`src/rtl/key_load_ctrl_pkg.sv`:
```
// Shared definitions for the key loader: FSM states, default geometry and
// the XOR-fold checksum applied to the staged key.
package key_ctrl_pkg;

    typedef enum logic [2:0] {
        IDLE,
        SHIFT_KEY,
        SHIFT_CHK,
        CHECK,
        DONE,
        ERROR
    } state_t;

    localparam int unsigned DEF_KEY_W   = 32;
    localparam int unsigned DEF_CHK_W   = 8;
    localparam int unsigned DEF_TIMEOUT = 255;

    localparam int unsigned MAX_KEY_W = 256;
    localparam int unsigned MAX_CHK_W = 64;

    // XOR of all chk_w-bit slices of the low key_w bits of key.
    function automatic logic [MAX_CHK_W-1:0] key_checksum(
        input logic [MAX_KEY_W-1:0] key,
        input int unsigned          key_w,
        input int unsigned          chk_w
    );
        logic [MAX_KEY_W-1:0] acc;
        acc = '0;
        for (int unsigned s = 0; s < key_w; s += chk_w) begin
            acc ^= key >> s;
        end
        return MAX_CHK_W'(acc) & ~({MAX_CHK_W{1'b1}} << chk_w);
    endfunction

endpackage

```
`src/rtl/key_load_ctrl_if.sv`:
```
// Bus between a key source / locked netlist and the key loader.
interface key_load_ctrl_if
    import key_ctrl_pkg::*;
#(
    parameter int unsigned KEY_W = DEF_KEY_W
);
    logic             start;
    logic             ser_data;
    logic             ser_valid;
    logic [KEY_W-1:0] ckt_out_i;
    logic [KEY_W-1:0] key_out;
    logic [KEY_W-1:0] ckt_out_o;
    logic             key_valid;
    logic             busy;
    logic             err;

    modport master (
        output start, ser_data, ser_valid, ckt_out_i,
        input  key_out, ckt_out_o, key_valid, busy, err
    );

    modport slave (
        input  start, ser_data, ser_valid, ckt_out_i,
        output key_out, ckt_out_o, key_valid, busy, err
    );
endinterface

```
`src/rtl/key_load_ctrl_shift_reg.sv`:
```
// Staging register for the serial key plus its received checksum, filled
// LSB first under a shared bit counter that wraps between the two phases.
module key_shift_reg #(
    parameter int unsigned KEY_W = 32,
    parameter int unsigned CHK_W = 8
) (
    input  logic             clk,
    input  logic             rst,
    input  logic             i_clr,
    input  logic             i_shift_key,
    input  logic             i_shift_chk,
    input  logic             i_bit,
    output logic [KEY_W-1:0] o_stage,
    output logic [CHK_W-1:0] o_chk,
    output logic             o_key_last,
    output logic             o_chk_last
);
    localparam int unsigned CW = $clog2(KEY_W + 1);
    localparam logic [CW-1:0] KEY_LAST = CW'(KEY_W - 1);
    localparam logic [CW-1:0] CHK_LAST = CW'(CHK_W - 1);

    logic [KEY_W-1:0] r_stage;
    logic [CHK_W-1:0] r_chk;
    logic [CW-1:0]    r_cnt;

    // Bits start cleared, so OR-ing the beat into position cnt is a write.
    always_ff @(posedge clk) begin
        if (rst || i_clr) begin
            r_stage <= '0;
            r_chk   <= '0;
            r_cnt   <= '0;
        end else if (i_shift_key) begin
            r_stage <= r_stage | (KEY_W'(i_bit) << r_cnt);
            r_cnt   <= (r_cnt == KEY_LAST) ? '0 : r_cnt + 1'b1;
        end else if (i_shift_chk) begin
            r_chk   <= r_chk | (CHK_W'(i_bit) << r_cnt);
            r_cnt   <= (r_cnt == CHK_LAST) ? '0 : r_cnt + 1'b1;
        end
    end

    assign o_stage    = r_stage;
    assign o_chk      = r_chk;
    assign o_key_last = (r_cnt == KEY_LAST);
    assign o_chk_last = (r_cnt == CHK_LAST);

endmodule

```
`src/rtl/key_load_ctrl.sv`:
```
// Serial key loader for a logic-locked netlist: receives key and checksum,
// commits the key only on checksum match, and gates the netlist outputs.
module key_load_ctrl
    import key_ctrl_pkg::*;
#(
    parameter int unsigned KEY_W   = DEF_KEY_W,
    parameter int unsigned CHK_W   = DEF_CHK_W,
    parameter int unsigned TIMEOUT = DEF_TIMEOUT
) (
    input logic            clk,
    input logic            rst,
    key_load_ctrl_if.slave bus
);
    localparam int unsigned IW = $clog2(TIMEOUT + 1);
    localparam logic [IW-1:0] TMO = IW'(TIMEOUT);

    state_t           r_state;
    logic [KEY_W-1:0] r_key_out;
    logic             r_key_valid;
    logic             r_err;
    logic             r_busy;
    logic [IW-1:0]    r_idle;

    logic             w_shifting;
    logic             w_start_go;
    logic             w_beat;
    logic             w_key_last;
    logic             w_chk_last;
    logic             w_match;
    logic [KEY_W-1:0] w_stage;
    logic [CHK_W-1:0] w_chk;
    logic [CHK_W-1:0] w_exp;
    logic [IW-1:0]    w_idle_inc;

    assign w_shifting = (r_state == SHIFT_KEY) || (r_state == SHIFT_CHK);
    assign w_start_go = bus.start && (r_state inside {IDLE, DONE, ERROR});
    assign w_beat     = bus.ser_valid && w_shifting;
    assign w_exp      = CHK_W'(key_checksum(MAX_KEY_W'(w_stage), KEY_W, CHK_W));
    assign w_match    = (w_exp == w_chk);
    assign w_idle_inc = (r_idle == TMO) ? r_idle : r_idle + 1'b1;

    key_shift_reg #(
        .KEY_W(KEY_W),
        .CHK_W(CHK_W)
    ) u_shift (
        .clk        (clk),
        .rst        (rst),
        .i_clr      (w_start_go),
        .i_shift_key(w_beat && (r_state == SHIFT_KEY)),
        .i_shift_chk(w_beat && (r_state == SHIFT_CHK)),
        .i_bit      (bus.ser_data),
        .o_stage    (w_stage),
        .o_chk      (w_chk),
        .o_key_last (w_key_last),
        .o_chk_last (w_chk_last)
    );

    always_ff @(posedge clk) begin
        if (rst) begin
            r_state     <= IDLE;
            r_key_out   <= '0;
            r_key_valid <= 1'b0;
            r_err       <= 1'b0;
            r_busy      <= 1'b0;
            r_idle      <= '0;
        end else begin
            case (r_state)
                IDLE, DONE, ERROR: begin
                    if (bus.start) begin
                        r_key_out   <= '0;
                        r_key_valid <= 1'b0;
                        r_err       <= 1'b0;
                        r_idle      <= '0;
                        r_busy      <= 1'b1;
                        r_state     <= SHIFT_KEY;
                    end
                end
                SHIFT_KEY, SHIFT_CHK: begin
                    if (w_beat) begin
                        r_idle <= '0;
                        if (r_state == SHIFT_KEY && w_key_last) r_state <= SHIFT_CHK;
                        if (r_state == SHIFT_CHK && w_chk_last) r_state <= CHECK;
                    end else begin
                        r_idle <= w_idle_inc;
                        if (w_idle_inc == TMO) begin
                            r_state     <= ERROR;
                            r_err       <= 1'b1;
                            r_busy      <= 1'b0;
                            r_key_valid <= 1'b0;
                            r_key_out   <= '0;
                        end
                    end
                end
                CHECK: begin
                    r_busy <= 1'b0;
                    if (w_match) begin
                        r_key_out   <= w_stage;
                        r_key_valid <= 1'b1;
                        r_state     <= DONE;
                    end else begin
                        r_key_out   <= '0;
                        r_key_valid <= 1'b0;
                        r_err       <= 1'b1;
                        r_state     <= ERROR;
                    end
                end
                default: begin
                    r_state <= IDLE;
                    r_busy  <= 1'b0;
                end
            endcase
        end
    end

    assign bus.key_out   = r_key_out;
    assign bus.key_valid = r_key_valid;
    assign bus.err       = r_err;
    assign bus.busy      = r_busy;
    assign bus.ckt_out_o = r_key_valid ? bus.ckt_out_i : '0;

endmodule
```
`src/flat_wrapper.sv`:
```
// flat-port wrapper written by rule: the top's interface ports become plain ports
module key_load_ctrl_flat import key_ctrl_pkg::*;
#(
    parameter int unsigned KEY_W   = DEF_KEY_W,
    parameter int unsigned CHK_W   = DEF_CHK_W,
    parameter int unsigned TIMEOUT = DEF_TIMEOUT
)
  (clk, rst, bus_start, bus_ser_data, bus_ser_valid, bus_ckt_out_i, bus_key_out, bus_ckt_out_o, bus_key_valid, bus_busy, bus_err);
  key_load_ctrl_if #(.KEY_W(KEY_W)) bus_i ();
  input logic clk;
  input logic rst;
  input wire logic [$bits(bus_i.start)-1:0] bus_start;
  input wire logic [$bits(bus_i.ser_data)-1:0] bus_ser_data;
  input wire logic [$bits(bus_i.ser_valid)-1:0] bus_ser_valid;
  input wire logic [$bits(bus_i.ckt_out_i)-1:0] bus_ckt_out_i;
  output wire logic [$bits(bus_i.key_out)-1:0] bus_key_out;
  output wire logic [$bits(bus_i.ckt_out_o)-1:0] bus_ckt_out_o;
  output wire logic [$bits(bus_i.key_valid)-1:0] bus_key_valid;
  output wire logic [$bits(bus_i.busy)-1:0] bus_busy;
  output wire logic [$bits(bus_i.err)-1:0] bus_err;
  assign bus_i.start = bus_start;
  assign bus_i.ser_data = bus_ser_data;
  assign bus_i.ser_valid = bus_ser_valid;
  assign bus_i.ckt_out_i = bus_ckt_out_i;
  assign bus_key_out = bus_i.key_out;
  assign bus_ckt_out_o = bus_i.ckt_out_o;
  assign bus_key_valid = bus_i.key_valid;
  assign bus_busy = bus_i.busy;
  assign bus_err = bus_i.err;
  key_load_ctrl #(.KEY_W(KEY_W), .CHK_W(CHK_W), .TIMEOUT(TIMEOUT)) u_core (.clk(clk), .rst(rst), .bus(bus_i));
endmodule
```
`config.mk`:
```
export PLATFORM = sky130hd
export DESIGN_NAME = key_load_ctrl_flat
export DESIGN_NICKNAME = d
export VERILOG_FILES = /design/src/rtl/key_load_ctrl_pkg.sv /design/src/rtl/key_load_ctrl_if.sv /design/src/rtl/key_load_ctrl_shift_reg.sv /design/src/rtl/key_load_ctrl.sv /design/src/flat_wrapper.sv
export SDC_FILE = /design/constraint.sdc
export NUM_CORES = 1
export LEC_CHECK = 0
export ABC_AREA = 1
export BUFFER_PORTS_ARGS = -buffer_cell sky130_fd_sc_hd__buf_4
export CAP_MARGIN = 20
export CORE_UTILIZATION = 49
export DETAILED_ROUTE_END_ITERATION = 10
export PLACE_DENSITY_LB_ADDON = 0.3
export SYNTH_ARGS = -nofsm -noshare
export SYNTH_HDL_FRONTEND = slang
export SYNTH_SLANG_ARGS = --single-unit
```
`constraint.sdc`:
```
create_clock -name clk -period 2.1 [get_ports clk]
set_clock_uncertainty 0.2 [all_clocks]
set_input_delay 0.21 -clock clk [delete_from_list [all_inputs] [get_ports clk]]
set_output_delay 0.21 -clock clk [all_outputs]
set_load 0.05 [all_outputs]
```
# Yosys cells after proc, flatten, opt, wreduce, memory -nomap -nowiden
# Cells that the tools add are included.
[classes] addsub=2 eq_ne=16 shift=2 mux=32 bitwise_logic=6 reduce_logical=21
[op_table] cell="$mux W32" count=5
[op_table] cell="$pmux W32 S3" count=1
[op_table] cell="$or A32 B32 Y32" count=1
[op_table] cell="$shl A1 B6 Y32" count=1
[op_table] cell="$mux W6" count=4
[op_table] cell="$mux W8" count=3
[op_table] cell="$xor A8 B8 Y8" count=3
[op_table] cell="$eq A8 B8 Y1 const B" count=2
[op_table] cell="$pmux W8 S2" count=1
[op_table] cell="$mux W3" count=5
[op_table] cell="$mux W1" count=9
[op_table] cell="$pmux W3 S3" count=1
[op_table] cell="$add A8 B1 Y8 const B" count=1
[op_table] cell="$eq A8 B8 Y1" count=1
[op_table] cell="$or A8 B8 Y8" count=1
[op_table] cell="$shl A1 B6 Y8" count=1
[op_table] cell="$add A6 B1 Y6 const B" count=1
[op_table] cell="$eq A3 B2 Y1 const B" count=2
[op_table] cell="$eq A3 B3 Y1 const B" count=2
[op_table] cell="$eq A6 B3 Y1 const B" count=1
[op_table] cell="$eq A6 B5 Y1 const B" count=1
[op_table] cell="$logic_and A1 B1 Y1" count=6
[op_table] cell="$ne A2 B2 Y1 const B" count=3
[op_table] cell="$pmux W1 S3" count=2
[op_table] cell="other kinds (16)" count=21
[word_totals] regBits=92 inputBits=37 word_cells=88

# Depth between registers and ports, before layout
# Gate-level depths: netlist of run 1.
[depth] ltp_word=6 mapped_depth=15 mapped_depth_nobuf=15

# Cells and area by module
# From an unflattened synthesis of run 1, not the netlist that was laid out.
[hier_totals] cells_unflattened=699 hier_area_um2=4753.3
[by_module_without_submodules] module="key_load_ctrl" n_inst=1 cells_each=462 area_per_inst_um2=2820.2 seq_area_each_um2=920.9
[by_module_without_submodules] module="key_shift_reg" n_inst=1 cells_each=237 area_per_inst_um2=1933.1 seq_area_each_um2=920.9

# Worst setup path before layout of run 1
# OpenSTA, ideal clock, no wires.
[synth_timing] path_kind="register -> register" startpoint="register u_core.r_idle[0]" endpoint="register u_core.r_key_out[10] (netlist: u_core.bus.key_out[10])" setup_ps=142 arrival_ps=1643 required_time_ps=1758 path_slack_ps=115 path_stages_with_launch=14 n_path_buf=1 cell_sequence="dfxtp_1 > ha_1 > nand2_2 > nor2_4 > nand2_4 > nand2_1 > nand3_1 > nor2_1 > nand2_1 > nand2_2 > nand3_4 > buf_8 > nand2_2 > a21oi_2"
[synth_via] elab_chain_cells=5 word_cells_on_any_way=6 cone_classes="1 x add/sub; 3 x eq/ne; 1 x mux; 1 x reduce/logical"
[synth_lines] item="start, declared" line_no="key_load_ctrl.sv:22" source="logic [IW-1:0] r_idle;"
[synth_lines] item="start signal, assigned" line_no="key_load_ctrl.sv:84" source="r_idle <= w_idle_inc;"
[synth_lines] item="$add A8 B1 Y8 or $eq A8 B8 Y1 (tied branches)" line_no="key_load_ctrl.sv:40" source="assign w_idle_inc = (r_idle == TMO) ? r_idle : r_idle + 1'b1;"
[synth_lines] item="$mux W8 (*)" line_no="key_load_ctrl.sv:40"
[synth_lines] item="$eq A8 B8 Y1 (*)" line_no="key_load_ctrl.sv:85" source="if (w_idle_inc == TMO) begin"
[synth_lines] item="$ne A2 B1 Y1 (no line) (*)"
[synth_lines] item="$reduce_and A4 Y1 (no line) (*)"
[synth_lines] item="end signal, assigned" line_no="key_load_ctrl.sv:97" source="r_key_out <= w_stage;"
[synth_lines] item="end, declared" line_no="key_load_ctrl.sv:18" source="logic [KEY_W-1:0] r_key_out;"
# Every way passes the cells marked *; elsewhere a longest branch is shown, timed or not.
# A chain may end at the register's enable or synchronous reset.

# Final worst setup path of run 1
[layout_timing] startpoint="register u_core.r_idle[1]" endpoint="register u_core.r_key_out[30] (netlist: u_core.bus.key_out[30])"
# Same word-level chain as after synthesis.

==> flow_summary.toml, run 1 <==
[place]
placed_cell_area_um2 = 5480
dp_slack_ps = 20.7
port_buffers = 103
place_hpwl_um = 8410
routabilityCongestion = 0.921
dp.cells = 889

[layout]
final_common_cell = "nand2_1"
layout_common_cells = "nand2_1 (190), buf_4 (118), inv_1 (100), dfxtp_1 (83), a21oi_1 (79)"
nets = 840
synthToLayoutAreaGrowth_pct = 29.6
stdcell_area_um2 = 5930
postLayoutCoreUtil_pct = 66.7
final_cells = 914
drive_gt1_share_pct = 26.4
antenna_cells = 0

[route]
wl_per_cell_um = 13.5
drcViolationCount = 0
drt_iter0_markers = 282
via_per_inst = 5.19
vias = 4741
wl_um = 12300
ant_nets = 0
firstDrtPassIters = 6

[timing]
holdWs_ps = 23.4
finalMaxSlewViolations = 0
fmax_ghz = 0.476
fin_crit_ps = 2100
fin_ws_ps = 0.781
min_period_over_period_pct = 100
hold_violations = 0
worst_pin_slew_ps = 531
setup_viol = 0
grt_setup_unrepaired = "yes"
slew_headroom_pct = 64.6

[floorplanning]
die_h_um = 98.6
chipWidth_um = 98.6
die-area_um2 = 9730
coreArea_um2 = 8890
io_pins = 104
floorplan.initialDensity_pct = 51.4
rows = 34

[yosys]
ys_types = 31
syn_area_um2 = 4570
synthCells = 688
ys_warn_count = 0
avgSynthCellArea_um2 = 6.65
seq_area_frac_synth_pct = 40.3
synth_fp_nets = 727
ys_ff_latch = 92

[power]
switching_share_pct = 38.9
p_seq_share_pct = 38.0
pwr-share-comb_pct = 37.9
ir_drop_uv = 478
net-switching-power_mw = 1.88
p_per_area_nw_per_um2 = 817
p_int_mw = 2.96
p_leak_nw = 2.77
clkPwrFrac_pct = 24.1

[worst_hold_path]
hp-class = "primary input to register"

[grt]
grt-ovfl-total = 0
grt_pass1_wl_um = 19100
grt_pass1_vias = 4278
grt_max_degree = 46
antenna_found_initial = 0
grt_usage_pct = 24.2

[worst_setup_path]
worstSetupPathType = "register to register"
cp_data_arrival_time_ps = 2140
endpoint_kind = "register"
r2r_end = "u_core.bus.key_out[30]"
critical_path.max_fanout = 8
start_kind = "register"
rr_worst_depth = 14
worstSetupEndpoint = "u_core.bus.key_out[30]"
reg2reg_from = "u_core.r_idle[1]"
reg2reg_slack_ps = 0.8
cp.required_ps = 2140
crit_start = "u_core.r_idle[1]"

[clock_tree]
cts_buffer_depth = 2
insertion_delay_ps = 370
cts_tree = "built"
cts_sinks = 92
path_clk_slew_ps = 100
root_buffer = "clkbuf_8"
numCtsBuffers = 9
h-tree-depth = 3

[run_status]
status = "finished clean"

[run]
cap_violations = 0
worst min path at each step:
stage / slack (ps) / startpoint / to / cells after the start
floorplan: 230 / bus_ser_valid / u_core.r_state[2] / 3
global placement: 250 / u_core.bus.key_out[24] / u_core.bus.key_out[24] / 2
detailed placement: 250 / u_core.bus.key_out[0] / u_core.bus.key_out[0] / 2
CTS: 30 / bus_ser_valid / u_core.r_state[2] / 4
global route: 70 / bus_ser_valid / u_core.r_state[2] / 4
finish: 20 / bus_ser_valid / u_core.r_state[2] / 4
kinds of logic after synthesis:
kind of cell               synth area share [%]
AOI/OAI and AO/OA                          12.1
xor gates and xnor gates                   2.11
adders and majority gates                 0.547
buffers and inverters                      11.6
DFF                                        40.3
and+or+nand+nor                            33.4
power groups by stage:
| stage | logic (mW) | clock network (mW) | registers, mW |
|---|---|---|---|
| after floorplan | 0.954 | 0 | 1.93 |
| after global placement | 1.33 | 0 | 1.87 |
| after detailed placement | 1.35 | 0 | 1.88 |
| after CTS | 1.36 | 1.19 | 1.84 |
| after global routing | 1.96 | 1.27 | 1.85 |
| final | 1.83 | 1.17 | 1.84 |
critical path, cell delays in order, from the launching register on:
cell and delay [ps]:
dfxtp_2 350, ha_4 170, nand2_4 80, nor2_4 50
nand2_4 120, nand2_1 70, nand2_1 90, nand3_1 80
nor2_2 100, nand2_1 60, nand2_2 80, nand3_4 160
clkbuf_16 240, nand2_1 70, a21oi_1 50
sequential cells by signal, summed over array words and instances (netlist names):
register	flops
u_core.u_shift.o_stage	32
u_core.bus.err	1
u_core.r_idle	8
u_core.bus.key_out	32
u_core.r_state	3
u_core.bus.busy	1
u_core.u_shift.r_cnt	6
u_core.u_shift.o_chk	8
u_core.bus.key_valid	1
cells in the mapped netlist (all sizes together):
| master | number | area (um^2) |
|---|---|---|
| o21ai | 8 | 40.0 |
| ha | 2 | 25.0 |
| buf | 13 | 100 |
| nand3 | 72 | 373 |
| a31oi | 1 | 6.26 |
| nand2 | 226 | 901 |
| nor3b | 1 | 7.51 |
| nor2 | 50 | 205 |
| clkbuf | 11 | 41.3 |
| xor2 | 5 | 43.8 |
| inv | 103 | 387 |
| xnor2 | 6 | 52.6 |
| dfxtp | 92 | 1840 |
| nor3 | 3 | 26.3 |
| nand3b | 2 | 15.0 |
| clkinv | 1 | 3.75 |
| a31o | 1 | 8.76 |
| o22ai | 1 | 6.26 |
| a211oi | 1 | 7.51 |
| a21oi | 89 | 483 |
layer usage:
| layer | vias to the layer above | track usage [%] | part of all wire (%) |
|---|---|---|---|
| met5 | - | 0 | 0 |
| met4 | 0 | 9.53 | 2.6 |
| met3 | 30 | 3.76 | 7.8 |
| met2 | 188 | 41.5 | 47 |
| met1 | 2152 | 30.5 | 42 |
| li1 | 2371 | - | - |
timing repair:
item	CTS	global route
buffers inserted	0	4
cloned	0	4
endpoints found under the setup margin	1	38
gates resized for setup	1	44
endpoints found under the hold margin	1	0
hold buffers	1	0
pin swaps	0	11
final cells by class:
class	count	area [um^2]
Timing Repair Buffer	126	1040
Tap cell	108	135
Clock inverter	6	53.8
Clock buffer	10	138
Multi-Input combinational cell	468	2320
Fill cell	775	2960
Sequential cell	92	1850
Inverter	104	390
through the flow:
stage | setup TNS [ps] | power [mW]
after CTS | 0 | 4.38
after global routing | -3390 | 5.08
after detailed placement | 0 | 3.23
after global placement | 0 | 3.20
final | 0 | 4.84
after floorplan | 0 | 2.88
No activity file was read; power rests on OpenSTA's default activity.
==> inputs of run 2 (changes only) <==
--- a/config.mk
+++ b/config.mk
@@ -8,8 +8,9 @@
 export ABC_AREA = 1
 export BUFFER_PORTS_ARGS = -buffer_cell sky130_fd_sc_hd__buf_4
 export CAP_MARGIN = 20
-export CORE_UTILIZATION = 49
+export CORE_UTILIZATION = 54
 export DETAILED_ROUTE_END_ITERATION = 10
+export HOLD_SLACK_MARGIN = 0.12
 export PLACE_DENSITY_LB_ADDON = 0.3
 export SYNTH_ARGS = -nofsm -noshare
 export SYNTH_HDL_FRONTEND = slang
==> constraint.sdc (replaced) <==
create_clock -name clk -period 2 [get_ports clk]
set_clock_uncertainty 0.2 [all_clocks]
set_input_delay 0.2 -clock clk [delete_from_list [all_inputs] [get_ports clk]]
set_output_delay 0.2 -clock clk [all_outputs]
set_load 0.05 [all_outputs]
==> flow_summary.toml, run 2 (same netlist as run 1, synthesis figures left out) <==
[power]
p_leak_nw = 2.76
ir_drop_uv = 524
p_per_area_nw_per_um2 = 810
fin_total_pwr_mw = 4.79

[place]
port_buffers = 103
routabilityCongestion = 0.865
dp.cells = 901
place_hpwl_um = 8530

[timing]
fin_crit_ps = 1990
setup_viol = 0
min_period_over_period_pct = 99.7
hold_violations = 0
worst_pin_slew_ps = 394
fmax_ghz = 0.502
holdWs_ps = 266
finalMaxSlewViolations = 0
grt_setup_unrepaired = "yes"
slew_headroom_pct = 73.6
fin_setup_tns_ps = 0

[layout]
antenna_cells = 0
nets = 851
final_common_cell = "nand2_1"
postLayoutCoreUtil_pct = 72.0
final_cells = 922
layout_common_cells = "nand2_1 (204), buf_4 (127), inv_1 (100), dfxtp_1 (87), a21oi_1 (78)"
synthToLayoutAreaGrowth_pct = 29.3
drive_gt1_share_pct = 24.6

[worst_setup_path]
cp.required_ps = 2060
r2r_end = "u_core.bus.key_out[15]"
reg2reg_from = "u_core.r_idle[0]"
endpoint_kind = "register"
worstSetupPathType = "register to register"
rr_worst_depth = 13
critical_path.max_fanout = 23
reg2reg_slack_ps = 7
start_kind = "register"
cp_data_arrival_time_ps = 2050

[clock_tree]
h-tree-depth = 3
root_buffer = "clkbuf_8"
cts_sinks = 92
cts_tree = "built"
insertion_delay_ps = 370
path_clk_slew_ps = 100
numCtsBuffers = 9
cts_buffer_depth = 2

[route]
vias = 4725
wl_per_cell_um = 12.5
firstDrtPassIters = 5
ant_nets = 0
via_per_inst = 5.12
drt_iter0_markers = 251
wl_um = 11500
drcViolationCount = 0

[grt]
grt_pass1_vias = 4090
top_usage_layer = "met2"
grt_pass1_wl_um = 18500
grtUsageMet3_pct = 3.56
grt_usage_pct = 26.8
antenna_found_initial = 0
met2_usage_pct = 47.0
grt_max_degree = 44
grt_util_met1_pct = 32.8
grt-ovfl-total = 0

[floorplanning]
die_h_um = 94.0
coreArea_um2 = 8220
floorplan.initialDensity_pct = 55.7
io_pins = 104
chipWidth_um = 94.0
rows = 33
die-area_um2 = 8840

[run_status]
status = "finished clean"

[worst_hold_path]
hp-class = "register to register"
holdPathEnd = "u_core.bus.key_out[1]"
hp-start = "u_core.bus.key_out[1]"
holdPathStages = 2

[run]
cap_violations = 0
==> run 2: how the worst max path moves through the flow <==
stage                             end             start  depth (start not counted)  slack [ps]
2_1_floorplan  u_core.bus.key_out[10]  u_core.r_idle[0]                         13          20
3_3_place_gp   u_core.bus.key_out[14]  u_core.r_idle[0]                         13          20
3_5_place_dp   u_core.bus.key_out[16]  u_core.r_idle[0]                         13         -50
4_1_cts        u_core.bus.key_out[30]  u_core.r_idle[0]                         13          20
5_1_grt        u_core.bus.key_out[31]  u_core.r_idle[3]                         12        -160
6_report       u_core.bus.key_out[15]  u_core.r_idle[0]                         13           7
==> run 2: report_power, final <==
part           leakage, nW  switching [mW]  internal [mW]
logic                 1.91            1.00          0.511
registers            0.744          0.0483           1.89
clock network        0.110           0.706          0.636
total                 2.76            1.76           3.03
==> run 2: what timing repair did <==
item / 4_1_cts / 5_1_grt
endpoints found under the hold margin: 25 / 0
buffers inserted: 1 / 0
resized for setup: 6 / 16
pin swaps: 0 / 0
endpoints found under the setup margin: 35 / 43
hold buffers: 4 / 0
==> run 2: area by class of cell <==
cell class / count / area (um^2)
Fill cell: 666 / 2300
Multi-Input combinational cell: 468 / 2240
Sequential cell: 92 / 1850
Timing Repair Buffer: 137 / 1100
Inverter: 104 / 390
Clock buffer: 10 / 138
Tap cell: 105 / 131
Clock inverter: 6 / 76.3
==> run 2: per-layer routing <==
layer / vias up / wire [um]
met3: 20 / 698
met5: - / 0
met2: 171 / 5580
li1: 2396 / -
met1: 2138 / 5010
met4: 0 / 222
==> run 2: stage by stage <==
step | worst slack (ps) | area [um^2]
final | 6.86 | 5920
after global routing | -163 | 5920
after CTS | 17.8 | 5880
after detailed placement | -50.7 | 5590
after global placement | 23.4 | 5590
after floorplan | 15.1 | 4570
==> run 2: worst max-delay path: stages, from the launching register on <==
cell and delay [ps]:
dfxtp_2 360, ha_4 150, nand2_2 80, nor2_4 130
nand2_4 100, nand2_1 90, nand3_1 70, nor2_1 100
nand2_1 80, nand2_2 110, nand3_4 90, buf_12 180
nand2_1 80, a21oi_2 50
